`src/rtl/cla_pkg.sv`:
```
// Shared constants and FSM state type for the time-shared CLA adder controller.
package cla_pkg;

  localparam int SLICE_W = 4;

  typedef enum logic [1:0] {
    ST_IDLE = 2'd0,
    ST_RUN  = 2'd1,
    ST_DONE = 2'd2
  } state_t;

endpackage

```
`src/rtl/cla_4bit.sv`:
```
// 4-bit carry-lookahead adder slice; all carries derived directly from g/p terms.
module cla_4bit (
  input  logic [3:0] a,
  input  logic [3:0] b,
  input  logic       c_in,
  output logic [3:0] sum,
  output logic       c_out
);

  logic [3:0] g;
  logic [3:0] p;
  logic [4:0] c;

  always_comb begin
    g    = a & b;
    p    = a ^ b;
    c[0] = c_in;
    c[1] = g[0] | (p[0] & c_in);
    c[2] = g[1] | (p[1] & g[0]) | (p[1] & p[0] & c_in);
    c[3] = g[2] | (p[2] & g[1]) | (p[2] & p[1] & g[0]) | (p[2] & p[1] & p[0] & c_in);
    c[4] = g[3] | (p[3] & g[2]) | (p[3] & p[2] & g[1]) | (p[3] & p[2] & p[1] & g[0])
         | (p[3] & p[2] & p[1] & p[0] & c_in);
    sum   = p ^ c[3:0];
    c_out = c[4];
  end

endmodule

```
`src/rtl/cla_seq_adder_ctrl.sv`:
```
// Multi-cycle adder: one cla_4bit slice reused LSB-first, carry chained through a register.
//   state   | meaning
//   IDLE    | ready for operands
//   RUN     | one nibble per cycle through u_slice
//   DONE    | result presented until consumer takes it
module cla_seq_adder_ctrl
  import cla_pkg::*;
#(
  parameter int WIDTH = 32
) (
  input  logic             clk,
  input  logic             rst_n,
  input  logic             in_valid,
  output logic             in_ready,
  input  logic [WIDTH-1:0] in_a,
  input  logic [WIDTH-1:0] in_b,
  input  logic             in_cin,
  output logic             out_valid,
  input  logic             out_ready,
  output logic [WIDTH-1:0] out_sum,
  output logic             out_cout,
  output logic             out_ovf,
  output logic             busy
);

  localparam int NSLICE = WIDTH / SLICE_W;
  localparam int CW     = $clog2(NSLICE);
  localparam logic [CW-1:0] LAST = CW'(NSLICE - 1);

  state_t state, state_nxt;

  logic [WIDTH-1:0]   op_a;
  logic [WIDTH-1:0]   op_b;
  logic [WIDTH-1:0]   sum_reg;
  logic               carry;
  logic [CW-1:0]      cnt;
  logic [SLICE_W-1:0] slice_a;
  logic [SLICE_W-1:0] slice_b;
  logic [SLICE_W-1:0] slice_sum;
  logic               slice_cout;

  assign slice_a = op_a[SLICE_W*int'(cnt) +: SLICE_W];
  assign slice_b = op_b[SLICE_W*int'(cnt) +: SLICE_W];

  cla_4bit u_slice (
    .a     (slice_a),
    .b     (slice_b),
    .c_in  (carry),
    .sum   (slice_sum),
    .c_out (slice_cout)
  );

  always_ff @(posedge clk or negedge rst_n) begin
    if (!rst_n) state <= ST_IDLE;
    else        state <= state_nxt;
  end

  always_comb begin
    state_nxt = state;
    in_ready  = 1'b0;
    out_valid = 1'b0;
    busy      = 1'b0;
    case (state)
      ST_IDLE: begin
        in_ready = 1'b1;
        if (in_valid) state_nxt = ST_RUN;
      end
      ST_RUN: begin
        busy = 1'b1;
        if (cnt == LAST) state_nxt = ST_DONE;
      end
      ST_DONE: begin
        busy      = 1'b1;
        out_valid = 1'b1;
        if (out_ready) state_nxt = ST_IDLE;
      end
      default: state_nxt = ST_IDLE;
    endcase
  end

  always_ff @(posedge clk or negedge rst_n) begin
    if (!rst_n) begin
      op_a    <= '0;
      op_b    <= '0;
      sum_reg <= '0;
      carry   <= 1'b0;
      cnt     <= '0;
    end else begin
      case (state)
        ST_IDLE: begin
          if (in_valid) begin
            op_a  <= in_a;
            op_b  <= in_b;
            carry <= in_cin;
            cnt   <= '0;
          end
        end
        ST_RUN: begin
          sum_reg[SLICE_W*int'(cnt) +: SLICE_W] <= slice_sum;
          carry <= slice_cout;
          // explicit wrap keeps non-power-of-two slice counts correct
          cnt   <= (cnt == LAST) ? '0 : cnt + 1'b1;
        end
        default: ;
      endcase
    end
  end

  assign out_sum  = sum_reg;
  assign out_cout = carry;
  assign out_ovf  = (op_a[WIDTH-1] == op_b[WIDTH-1]) & (sum_reg[WIDTH-1] != op_a[WIDTH-1]);

endmodule

```
`config.mk`:
```
export PLATFORM = sky130hd
export DESIGN_NAME = cla_seq_adder_ctrl
export DESIGN_NICKNAME = d
export VERILOG_FILES = /design/src/rtl/cla_pkg.sv /design/src/rtl/cla_4bit.sv /design/src/rtl/cla_seq_adder_ctrl.sv
export SDC_FILE = /design/constraint.sdc
export NUM_CORES = 1
export LEC_CHECK = 0
export CAP_MARGIN = 20
export CELL_PAD_IN_SITES_DETAIL_PLACEMENT = 1
export CELL_PAD_IN_SITES_GLOBAL_PLACEMENT = 1
export CORE_MARGIN = 2
export CORE_UTILIZATION = 45
export DETAILED_ROUTE_END_ITERATION = 10
export GPL_TIMING_DRIVEN = 0
export HOLD_SLACK_MARGIN = 0.05
export PLACE_DENSITY = 0.93
export SYNTH_ARGS = -nofsm -noshare
export SYNTH_HDL_FRONTEND = slang
export SYNTH_HIERARCHICAL = 1
export SYNTH_SLANG_ARGS = --single-unit
```
`constraint.sdc`:
```
create_clock -name clk -period 7.8 [get_ports clk]
set_clock_uncertainty 0.1 [all_clocks]
set_input_delay 1.95 -clock clk [delete_from_list [all_inputs] [get_ports clk]]
set_output_delay 1.95 -clock clk [all_outputs]
set_load 0.1 [all_outputs]
```
Word level (Yosys, flattened, before mapping)
Cells that the tools add are included.
{"block": "totals", "wordCells": 69, "regBits": 102, "output_inout_bits": 37, "inputBits": 69}
{"block": "classes", "n_eq_ne": 8, "mux": 13, "reduce_logical": 6, "n_addsub": 2, "shift": 4, "bitwise": 30}
{"operator": "$shiftx A32 B6 Y4", "n": 2}
{"operator": "$neg A5 Y33", "n": 1}
{"operator": "$shift A4 B33 Y32 const A", "n": 1}
{"operator": "$shiftx A4 B33 Y32", "n": 1}
{"operator": "$bwmux W32", "n": 1}
{"operator": "$and A1 B1 Y1", "n": 17}
{"operator": "$or A1 B1 Y1", "n": 10}
{"operator": "$xor A4 B4 Y4", "n": 2}
{"operator": "$mux W2", "n": 3}
{"operator": "$mux W3", "n": 2}
{"operator": "$ne A2 B2 Y1 const B", "n": 3}
{"operator": "$pmux W2 S3", "n": 1}
{"operator": "$pmux W3 S2", "n": 1}
{"operator": "$and A4 B4 Y4", "n": 1}
{"operator": "$mux W1", "n": 4}
{"operator": "$reduce_and A2 Y1", "n": 2}
{"operator": "$add A3 B1 Y3 const B", "n": 1}
{"operator": "$eq A3 B3 Y1 const B", "n": 1}
{"operator": "$reduce_and A3 Y1", "n": 1}
{"operator": "$eq A2 B1 Y1 const B", "n": 1}
{"operator": "$eq A2 B2 Y1 const B", "n": 1}
{"operator": "$logic_not A2 Y1", "n": 1}
{"operator": "$pmux W1 S2", "n": 1}
{"operator": "$reduce_bool A2 Y1", "n": 1}
{"operator": "other kinds (3)", "n": 3}

Depth between registers and ports, before layout
Gate-level depths: netlist of run 1.
{"block": "depth", "depth_word": 9, "ltp_mapped": 11, "ltp_nobuf": 9}

Cells and area by module
Netlist of run 1, hierarchy kept.
{"mod": "cla_seq_adder_ctrl", "cells_each": 328, "seq_area_each_um2": 2552.4, "instances": 1, "area_each_um2": 4753.3}
{"mod": "cla_4bit", "cells_each": 17, "seq_area_each_um2": 0.0, "instances": 1, "area_each_um2": 147.6}

Least setup slack after synthesis of run 1
OpenSTA, ideal clock, no wires.
{"block": "synth_timing", "kind": "flip-flop to output port", "from": "register sum_reg[31] (netlist: out_sum[31])", "to": "output port out_ovf", "n_path_buf": 0, "stages_incl_launch_ff": 2, "required_time_ps": 5750, "path_slack_ps": 2729, "arrival_ps": 3021, "path_cell_list": "dfrtp_1 o21ai_0"}
{"block": "synth_between", "elab_chain_len": 2}
{"element": "start, declared", "line_no": "cla_seq_adder_ctrl.sv:34", "rtl": "logic [WIDTH-1:0] sum_reg;"}
{"element": "start signal, assigned by index", "line_no": "cla_seq_adder_ctrl.sv:99", "rtl": "sum_reg[SLICE_W*int'(cnt) +: SLICE_W] <= slice_sum;"}
{"element": "$ne A1 B1 Y1", "line_no": "cla_seq_adder_ctrl.sv:111", "rtl": "assign out_ovf = (op_a[WIDTH-1] == op_b[WIDTH-1]) & (sum_reg[WIDTH-1] != op_a[WIDTH-1]);"}
{"element": "$and A1 B1 Y1", "line_no": "cla_seq_adder_ctrl.sv:111"}
{"element": "end, declared", "line_no": "cla_seq_adder_ctrl.sv:22", "rtl": "output logic out_ovf,"}
No other way between the ends.

Worst setup path in the final report of run 1
{"block": "layout_timing", "from": "register state[1]", "to": "output port in_ready"}
{"block": "layout_between", "elab_chain_len": 2}
{"element": "start, declared", "line_no": "cla_seq_adder_ctrl.sv:30", "rtl": "state_t state, state_nxt;"}
{"element": "start signal, assigned", "line_no": "cla_seq_adder_ctrl.sv:55", "rtl": "else state <= state_nxt;"}
{"element": "$logic_not A2 Y1", "line_no": "cla_seq_adder_ctrl.sv:63", "rtl": "case (state)"}
{"element": "$mux W1", "line_no": "cla_seq_adder_ctrl.sv:63"}
{"element": "end, declared", "line_no": "cla_seq_adder_ctrl.sv:14", "rtl": "output logic in_ready,"}
No other way between the ends.

==> results of run 1 <==
## flip-flops by register name, indices dropped and copies added (netlist names)
name	flops
op_b	32
out_cout	1
op_a	32
state	2
out_sum	32
cnt	3
## per-layer routing
| layer | GRT usage | share of wire |
|---|---|---|
| met3 | 0.03556 | 0.038 |
| met2 | 0.4196 | 0.54 |
| met1 | 0.2818 | 0.41 |
| met5 | 0 | 0 |
| met4 | 0.07326 | 0.015 |
## path summary, 6_finish.rpt
check                                    to  depth (start not counted)     start
worst min-delay path               op_b[27]                          1  op_b[27]
worst min register to register     op_b[27]                          1  op_b[27]
min in group asynchronous       out_sum[22]                          1     rst_n
worst max register to register  out_sum[23]                         11    cnt[1]
max in group asynchronous           op_b[1]                          2     rst_n
worst max-delay path               in_ready                          3  state[1]
## area by class of cell
type                       instances  area, um2  share of cell area
tap                              140      175.2             0.02738
sequential                       102       2552              0.3990
multi-input combinational        211       2180              0.3407
buffer                            16      108.9             0.01702
clock inverter                     5      103.9             0.01623
timing repair buffer             106       1076              0.1682
clock buffer                      11      141.4             0.02210
inverter                          16      60.06            0.009388
## Yosys cell counts (4+ instances only)
cell,count
inv_1,15
mux4_2,16
ha_1,15
buf_2,9
and2_1,12
mux2_2,82
mux2_4,12
nand2_1,32
buf_6,4
mux2i_1,5
dfrtp_1,102
## power by group
group | switching [mW] | leakage (nW) | internal (mW)
registers | 0.148 | 1.27 | 0.767
logic | 1.12 | 1.41 | 0.699
clock network | 0.184 | 0.124 | 0.223
## stage by stage
stage / worst slack [ns] / power [mW] / hold slack [ns]
2_1_floorplan: 2.729 / 2.241 / 0.3739
3_3_place_gp: 1.029 / 2.635 / 0.3813
3_5_place_dp: 3.787 / 2.746 / 0.3905
4_1_cts: 3.383 / 3.158 / 0.4133
5_1_grt: 3.297 / 3.313 / 0.4239
6_report: 3.393 / 3.138 / 0.4113
## critical path: cells and delay by family (launching register included)
family	cells	cell delay, ns
fa+ha+maj	1	0.30
buf+inv	2	1.29
flops	1	0.41
## logic make-up (layout without fill, tap and decap cells)
| kind of cell | after synthesis | in the layout |
|---|---|---|
| multiplexers | 115 | 115 |
| flip-flops | 102 | 102 |
| AND/OR/NAND/NOR | 64 | 64 |
| buffers and inverters | 32 | 154 |
| adder cells (fa/ha/maj) | 16 | 16 |
| AO/OA/AOI/OAI | 13 | 13 |
| XOR/XNOR | 3 | 3 |
==> summary.txt, run 1 <==
Place
  – Cell Area, Placed: 0.006152 mm2
  – DPL Wire Length: 9.514 mm
  – Gp weighted congestion: 0.8080
  – PortBufs: 105
  – Inst Count DP: 591

Logic synthesis
  – Post-Synth Adder-Cell Area: 0.04238
  – Syn_area_per_cell: 14.21 um2
  – Simple-Gate Fraction of Synth Area: 0.06765
  – Area leader, netlist: dfrtp_1
  – YS warnings: 6
  – Synthesized area: 0.004901 mm2
  – Area contributors post-synth: dfrtp_1, mux2_2, mux4_2
  – Top cell type's share of synthesized area: 0.5208
  – Xor/xnor share of the synthesized area: 0.005361
  – Post-synthesis sequential area ratio: 0.5208
  – Synth Area in Compound Gates: 0.02042
  – Syn nets: 430
  – Post-synth EDFFs: 0
  – Mux cell area share after synthesis: 0.3089
  – #FFs+latches synth: 102
  – Largest family of logic cells by synthesized area: multiplexers
  – FFs w/ async S/R, synth: 1.000
  – Cell count after synthesis: 345
  – Top FF cell, synth: dfrtp_1
  – Yosys cell types: 39

CTS
  – CTS Buf Count: 9
  – Post-CTS Repair Setup Buffers: 0
  – TritonCTS clock tree: done
  – Hold Buf Count CTS: 0
  – H-tree depth: 3
  – Clock sinks: 102
  – Clock Tree Root: clkbuf_8
  – Clock Path Buffers: 2
  – Worst-Skew Late Latency: 0.37 ns
  – Post_cts resized: 0
  – Reg clk slew, reported paths: 0.09 ns

Min path
  – Worst min path class: flop to flop

GRT
  – Largest net degree at the start of global routing: 60
  – First-pass GRT wire length: 20.20 mm
  – Vias in the first global route: 3,760
  – Initial antenna violation count: 0
  – Grt ovf: 0
  – Total GRT Usage: 0.2310

Drt
  – DR pass1 iterations: 4
  – Final wirelength: 12.42 mm
  – DR iter-0 viols: 100
  – Vias per cell: 5.288
  – Residual DRC count: 0
  – Via count: 3,210
  – Antenna-violating nets left: 0
  – WL/cell: 20.46 um

Floorplan
  – Vertical die dimension: 108.4 um
  – Initial Util: 0.4561
  – I/O pins: 106
  – Cell row count: 38
  – Core area: 0.01075 mm2
  – Die outline width: 108.4 um
  – Die area: 0.01174 mm2

Critical path
  – Crit-path cells: inv_1 -> ha_1 -> clkdlybuf4s50_1
  – Slowest cell on the critical path: clkdlybuf4s50_1
  – CP Data Required Time: 5.75 ns
  – Arrival @ worst endpoint: 2.36 ns
  – Kind of critical path: flop to output pin
  – R2r setup slk: 4.52 ns
  – Worst setup EP type: output pin
  – Highest cell delay on the worst timing path: 1.18 ns
  – CP Launch Type: flop
  – Critical path peak fanout: 7

Pwr
  – Leakage power: 2.798 nW
  – Worst vdd ir: 0.3092 mV
  – Pwr dens: 490.6 mW/mm2

Timing
  – Minimum clock period: 4.407 ns
  – Final period util: 0.5650
  – Final Setup Violations: 0
  – Final Hold Vio Count: 0
  – Fmax: 226.9 MHz
  – Fin. max-slew vios: 0
  – RSZ-0062 raised after global routing: false
  – Relative max-transition margin: 0.3446
  – Final setup TNS: 0 ns
  – Slew @ Worst Pin: 0.9801 ns

Cells and area
  – Util after Layout: 0.5954
  – Nets: 547
  – Commonest non-fill, non-tap cell in the layout: clkdlybuf4s50_1
  – # fillers: 1,092
  – Cell area after layout: 0.006397 mm2
  – Layout area overhead: 30.53%
  – Highest-count cells in the layout ignoring fill and taps: clkdlybuf4s50_1, dfrtp_1, mux2_2
  – Diode count: 0
  – Non-Filler Instances: 607
  – Fraction of layout cells with a size suffix above 1: 0.3084

Job
  – Max-cap viol count: 0

Run status
  – Outcome: finished, final reports clean
Power figures use the tool's default switching activity.
==> inputs of run 2 (changes only) <==
Settings changed: CORE_UTILIZATION 45 to 37, PLACE_DENSITY 0.93 to 0.83.
Clock period 7.8 ns to 4 ns, I/O delays scaled along.
==> summary.txt, run 2 (same netlist as run 1, synthesis figures left out) <==
Critical path
  – Crit-path cells: inv_1 -> ha_1 -> clkdlybuf4s50_1 (unchanged)
  – R2r setup slk: 0.71 ns (was 4.52 ns)
  – CP Data Required Time: 2.90 ns (was 5.75 ns)
  – R2R Path Start: cnt[1] (unchanged)
  – Critical R2R Capture: out_sum[7] (was out_sum[23])
  – Highest cell delay on the worst timing path: 1.18 ns (about the same)
  – CP Launch Type: flop (unchanged)
  – Critical path peak fanout: 7 (unchanged)
  – Arrival @ worst endpoint: 2.34 ns (was 2.36 ns)
  – R2R depth: 11 (unchanged)
  – Crit-path leading delay family: buffers and inverters (unchanged)
  – Slowest cell on the critical path: clkdlybuf4s50_1 (unchanged)
  – Worst setup EP type: output pin (unchanged)
  – Kind of critical path: flop to output pin (unchanged)
  – Buf+Inv Stages, Crit Path: 2 (unchanged)

Place
  – Post-place setup slack: 0.7120 ns (was 3.787 ns)
  – Inst Count DP: 627 (was 591)
  – Gp weighted congestion: 0.7643 (was 0.8080)
  – DPL Wire Length: 9.225 mm (was 9.514 mm)
  – PortBufs: 105 (unchanged)
  – Cell Area, Placed: 0.006197 mm2 (was 0.006152 mm2)

Pwr
  – Logic pwr share: 0.578 (was 0.579)
  – NetSw: 2.777 mW (was 1.449 mW)
  – Leakage power: 2.807 nW (was 2.798 nW)
  – Total Power: 6.093 mW (was 3.138 mW)
  – Power Internal: 3.316 mW (was 1.689 mW)
  – Worst vdd ir: 0.2960 mV (was 0.3092 mV)
  – Sw Share: 0.4557 (was 0.4618)
  – Pwr dens: 942.3 mW/mm2 (was 490.6 mW/mm2)
  – Reg power frac: 0.289 (was 0.291)
  – Clk pwr share: 0.133 (was 0.130)

Timing
  – Final Hold Vio Count: 0 (unchanged)
  – RSZ-0062 raised after global routing: false (unchanged)
  – Final setup TNS: 0 ns (unchanged)
  – Final period util: 0.8589
  – Final Setup Violations: 0 (unchanged)
  – Minimum clock period: 3.436 ns
  – PnR worst setup slack: 0.5644 ns (was 3.393 ns)
  – Fin. max-slew vios: 0 (unchanged)
  – Fin Hold WS: 0.4020 ns (was 0.4113 ns)
  – Relative max-transition margin: 0.3354 (was 0.3446)
  – Fmax: 291.1 MHz
  – Slew @ Worst Pin: 0.9938 ns (was 0.9801 ns)

CTS
  – Hold Buf Count CTS: 0 (unchanged)
  – Worst-Skew Late Latency: 0.35 ns (was 0.37 ns)
  – CTS Buf Count: 9 (unchanged)
  – H-tree depth: 3 (unchanged)
  – Post_cts resized: 0 (unchanged)
  – Clock Tree Root: clkbuf_16 (was clkbuf_8)
  – Clock Path Buffers: 2 (unchanged)
  – Clock sinks: 102 (unchanged)
  – Post-CTS Repair Setup Buffers: 0 (unchanged)
  – Reg clk slew, reported paths: 0.06 ns (was 0.09 ns)
  – TritonCTS clock tree: done (unchanged)

GRT
  – Total GRT Usage: 0.1826 (was 0.2310)
  – First-pass GRT wire length: 19.71 mm (was 20.20 mm)
  – Grt ovf: 0 (unchanged)
  – Largest net degree at the start of global routing: 55 (was 60)
  – Initial antenna violation count: 0 (unchanged)
  – Vias in the first global route: 3,678 (was 3,760)

Drt
  – DR iter-0 viols: 101 (was 100)
  – Uppermost routed layer: met4 (unchanged)
  – Met3 WL: 469 um (was 466 um)
  – Antenna-violating nets left: 0 (unchanged)
  – Via count: 3,168 (was 3,210)
  – Residual DRC count: 0 (unchanged)
  – WL/cell: 18.68 um (was 20.46 um)
  – Met2 WL post-DR: 6.306 mm (was 6.686 mm)
  – Met1 Wirelength: 5.027 mm (was 5.082 mm)
  – Final wirelength: 11.99 mm (was 12.42 mm)
  – DR pass1 iterations: 4 (unchanged)
  – Vias per cell: 4.935 (was 5.288)

Floorplan
  – I/O pins: 106 (unchanged)
  – Initial Util: 0.3745 (was 0.4561)
  – Die outline width: 119.1 um (was 108.4 um)
  – Cell row count: 42 (was 38)
  – Core area: 0.01309 mm2 (was 0.01075 mm2)
  – Die area: 0.01418 mm2 (was 0.01174 mm2)
  – Vertical die dimension: 119.1 um (was 108.4 um)

Min path
  – Hold depth: 1 (unchanged)
  – Worst min path class: flop to flop (unchanged)
  – Hold Path End: op_b[25] (was op_b[27])
  – Hold Startpoint: op_b[25] (was op_b[27])

Cells and area
  – Highest-count cells in the layout ignoring fill and taps: clkdlybuf4s50_1, dfrtp_1, mux2_2 (unchanged)
  – Commonest non-fill, non-tap cell in the layout: clkdlybuf4s50_1 (unchanged)
  – Non-Filler Instances: 642 (was 607)
  – Cell area after layout: 0.006466 mm2 (was 0.006397 mm2)
  – Fraction of layout cells with a size suffix above 1: 0.3026 (was 0.3084)
  – Diode count: 0 (unchanged)
  – Layout area overhead: 31.94% (was 30.53%)
  – # fillers: 1,301 (was 1,092)
  – Util after Layout: 0.4942 (was 0.5954)
  – Nets: 547 (unchanged)

Run status
  – Outcome: finished, final reports clean (unchanged)

Job
  – Max-cap viol count: 0 (unchanged)
==> run 2: cell types whose count changed in the layout (fill, tap and decap cells not counted) <==
cell,previous run,this run
clkbuf_16,0,9
clkbuf_8,10,2
bufinv_16,3,0
clkbuf_1,1,3
inv_6,1,0
o21ai_0,1,0
o21ai_1,0,1
==> run 2: worst max-delay path by stage <==
stage / startpoint / end / slack (ns) / cells past startpoint
floorplan: out_sum[31] / out_ovf / 0.64 / 1
global placement: rst_n / op_b[11] / -1.80 / 1
detailed placement: cnt[1] / out_sum[7] / 0.71 / 11
CTS: state[1] / in_ready / 0.54 / 3
global route: state[1] / in_ready / 0.45 / 3
finish: state[1] / in_ready / 0.56 / 3
==> run 2: layout make-up <==
| cell class | count | area [um2] | area share |
|---|---|---|---|
| Buffer | 16 | 108.9 | 0.01683 |
| Clock buffer | 14 | 264.0 | 0.04083 |
| Clock inverter | 1 | 5.005 | 0.0007740 |
| Inverter | 16 | 60.06 | 0.009288 |
| Multi-Input combinational cell | 211 | 2180 | 0.3371 |
| Sequential cell | 102 | 2552 | 0.3947 |
| Tap cell | 176 | 220.2 | 0.03406 |
| Timing Repair Buffer | 106 | 1076 | 0.1664 |
==> run 2: per-layer routing <==
metal  vias up  GRT usage
li1       1454          -
met1      1620     0.2220
met2        81     0.3233
met3        13    0.03544
met4         0    0.06324
met5         -          0
==> run 2: worst register-to-register path, stage by stage, from the launching register on <==
cell and delay [ns]:
dfrtp_1 0.42, buf_2 0.33, buf_2 0.37, mux4_2 0.37, nand2_1 0.08, nand2_1 0.06, ha_1 0.34, a21o_1 0.21
a31o_1 0.22, xor2_1 0.34, and2_1 0.24, mux2_2 0.16
==> run 2: power by group through the flow <==
stage                     sequential [mW]  clock, mW  combinational (mW)
after floorplan                      2.49          0                1.88
after global placement               1.74          0                3.43
after detailed placement             1.78          0                3.56
after CTS                            1.76      0.836                3.57
after global routing                 1.82      0.878                3.78
final                                1.76      0.811                3.52
==> inputs of run 3 (changes only) <==
Settings changed: SLEW_MARGIN from default to 15.
==> summary.txt, run 3 (same netlist as run 1, synthesis figures left out) <==
Drt
  – DR iter-0 viols: 143 (was 101)
  – Antenna-violating nets left: 0 (unchanged)
  – Residual DRC count: 0 (unchanged)
  – Vias per cell: 4.966 (was 4.935)
  – Final wirelength: 11.85 mm (was 11.99 mm)
  – WL/cell: 18.46 um (was 18.68 um)
  – Via count: 3,188 (was 3,168)
  – DR pass1 iterations: 4 (unchanged)

Place
  – Post-place setup slack: 0.7299 ns (was 0.7120 ns)
  – DPL Wire Length: 9.221 mm (was 9.225 mm)
  – PortBufs: 105 (unchanged)
  – Gp weighted congestion: 0.7643 (unchanged)

CTS
  – H-tree depth: 3 (unchanged)
  – CTS Buf Count: 9 (unchanged)
  – Reg clk slew, reported paths: 0.06 ns (about the same)
  – Clock Tree Root: clkbuf_16 (unchanged)
  – Worst-Skew Late Latency: 0.34 ns (was 0.35 ns)
  – Clock Path Buffers: 2 (unchanged)
  – Post_cts resized: 0 (unchanged)
  – Clock sinks: 102 (unchanged)
  – Post-CTS Repair Setup Buffers: 0 (unchanged)
  – TritonCTS clock tree: done (unchanged)
  – Hold Buf Count CTS: 0 (unchanged)

Timing
  – RSZ-0062 raised after global routing: false (unchanged)
  – Final Setup Violations: 0 (unchanged)
  – Fin Hold WS: 0.3997 ns (was 0.4020 ns)
  – Fin. max-slew vios: 0 (unchanged)
  – Relative max-transition margin: 0.3362 (was 0.3354)
  – Slew @ Worst Pin: 0.9926 ns (was 0.9938 ns)
  – Fmax: 290.2 MHz (was 291.1 MHz)
  – Minimum clock period: 3.446 ns (was 3.436 ns)
  – Final period util: 0.8616 (was 0.8589)
  – Final Hold Vio Count: 0 (unchanged)
  – PnR worst setup slack: 0.5536 ns (was 0.5644 ns)
  – Final setup TNS: 0 ns (unchanged)

Critical path
  – Worst setup EP type: output pin (unchanged)
  – CP Launch Type: flop (unchanged)
  – R2R Path Start: cnt[1] (unchanged)
  – R2R depth: 11 (unchanged)
  – Kind of critical path: flop to output pin (unchanged)
  – CP Data Required Time: 2.90 ns (about the same)
  – Critical path peak fanout: 7 (unchanged)
  – CP Launch Point: state[1] (unchanged)
  – Slowest cell on the critical path: clkdlybuf4s50_1 (unchanged)
  – Highest cell delay on the worst timing path: 1.19 ns (was 1.18 ns)
  – Crit-path cells: inv_1 -> ha_1 -> clkdlybuf4s50_1 (unchanged)
  – R2r setup slk: 0.72 ns (was 0.71 ns)
  – Arrival @ worst endpoint: 2.35 ns (was 2.34 ns)

Cells and area
  – Nets: 547 (unchanged)
  – Layout area overhead: 32.32% (was 31.94%)
  – Fraction of layout cells with a size suffix above 1: 0.3004 (was 0.3026)
  – Util after Layout: 0.4956 (was 0.4942)
  – Diode count: 0 (unchanged)
  – Highest-count cells in the layout ignoring fill and taps: clkdlybuf4s50_1, dfrtp_1, mux2_2 (unchanged)
  – Commonest non-fill, non-tap cell in the layout: clkdlybuf4s50_1 (unchanged)

Pwr
  – Total Power: 6.133 mW (was 6.093 mW)
  – Leakage power: 2.813 nW (was 2.807 nW)
  – Worst vdd ir: 0.2924 mV (was 0.2960 mV)
  – Pwr dens: 945.7 mW/mm2 (was 942.3 mW/mm2)

Floorplan
  – Core area: 0.01309 mm2 (unchanged)
  – Vertical die dimension: 119.1 um (unchanged)
  – Die outline width: 119.1 um (unchanged)
  – I/O pins: 106 (unchanged)
  – Cell row count: 42 (unchanged)
  – Die area: 0.01418 mm2 (unchanged)
  – Initial Util: 0.3745 (unchanged)

GRT
  – Total GRT Usage: 0.1804 (was 0.1826)
  – Largest net degree at the start of global routing: 56 (was 55)
  – First-pass GRT wire length: 19.57 mm (was 19.71 mm)
  – Vias in the first global route: 3,683 (was 3,678)
  – Initial antenna violation count: 0 (unchanged)
  – Grt ovf: 0 (unchanged)

Min path
  – Hold Startpoint: op_b[25] (unchanged)
  – Worst min path class: flop to flop (unchanged)
  – Hold depth: 1 (unchanged)

Run status
  – Outcome: finished, final reports clean (unchanged)

Job
  – Max-cap viol count: 0 (unchanged)
==> run 3: area by class of cell <==
cell class / instances / area, um2
flip-flops and latches: 102 / 2552
clock buffers: 14 / 254.0
well taps: 176 / 220.2
inverters: 16 / 60.06
multi-input cells: 211 / 2180
plain buffers: 16 / 108.9
fillers: 1300 / 6600
repair buffers: 106 / 1080
clock inverters: 1 / 30.03
==> run 3: stage by stage <==
stage          area, um2  cells
4_1_cts             6485    642
6_report            6485    642
2_1_floorplan       4901    345
5_1_grt             6485    642
3_5_place_dp        6201    627
3_3_place_gp        6172    626
==> run 3: path summary, 6_finish.rpt <==
kind                               endpoint
worst max-delay path               in_ready
worst min-delay path               op_b[25]
worst max register to register   out_sum[7]
worst min register to register     op_b[25]
max in group asynchronous           op_a[9]
min in group asynchronous       out_sum[23]
==> run 3: critical path: cells and delay by family, from the launching register on <==
family / cells / cell delay (ns)
fa+ha+maj: 1 / 0.31
buf+inv: 2 / 1.30
flops: 1 / 0.39
==> run 3: power breakdown <==
part	leakage, nW	internal [mW]	switching, mW
sequential	1.27	1.50	0.258
clock	0.137	0.500	0.355
combinational	1.41	1.36	2.16
==> run 3: layer usage <==
layer / wire length [um] / track usage
met4: 201 / 0.06250
met2: 6144 / 0.3143
met3: 445 / 0.03688
met5: 0 / 0
met1: 5060 / 0.2224
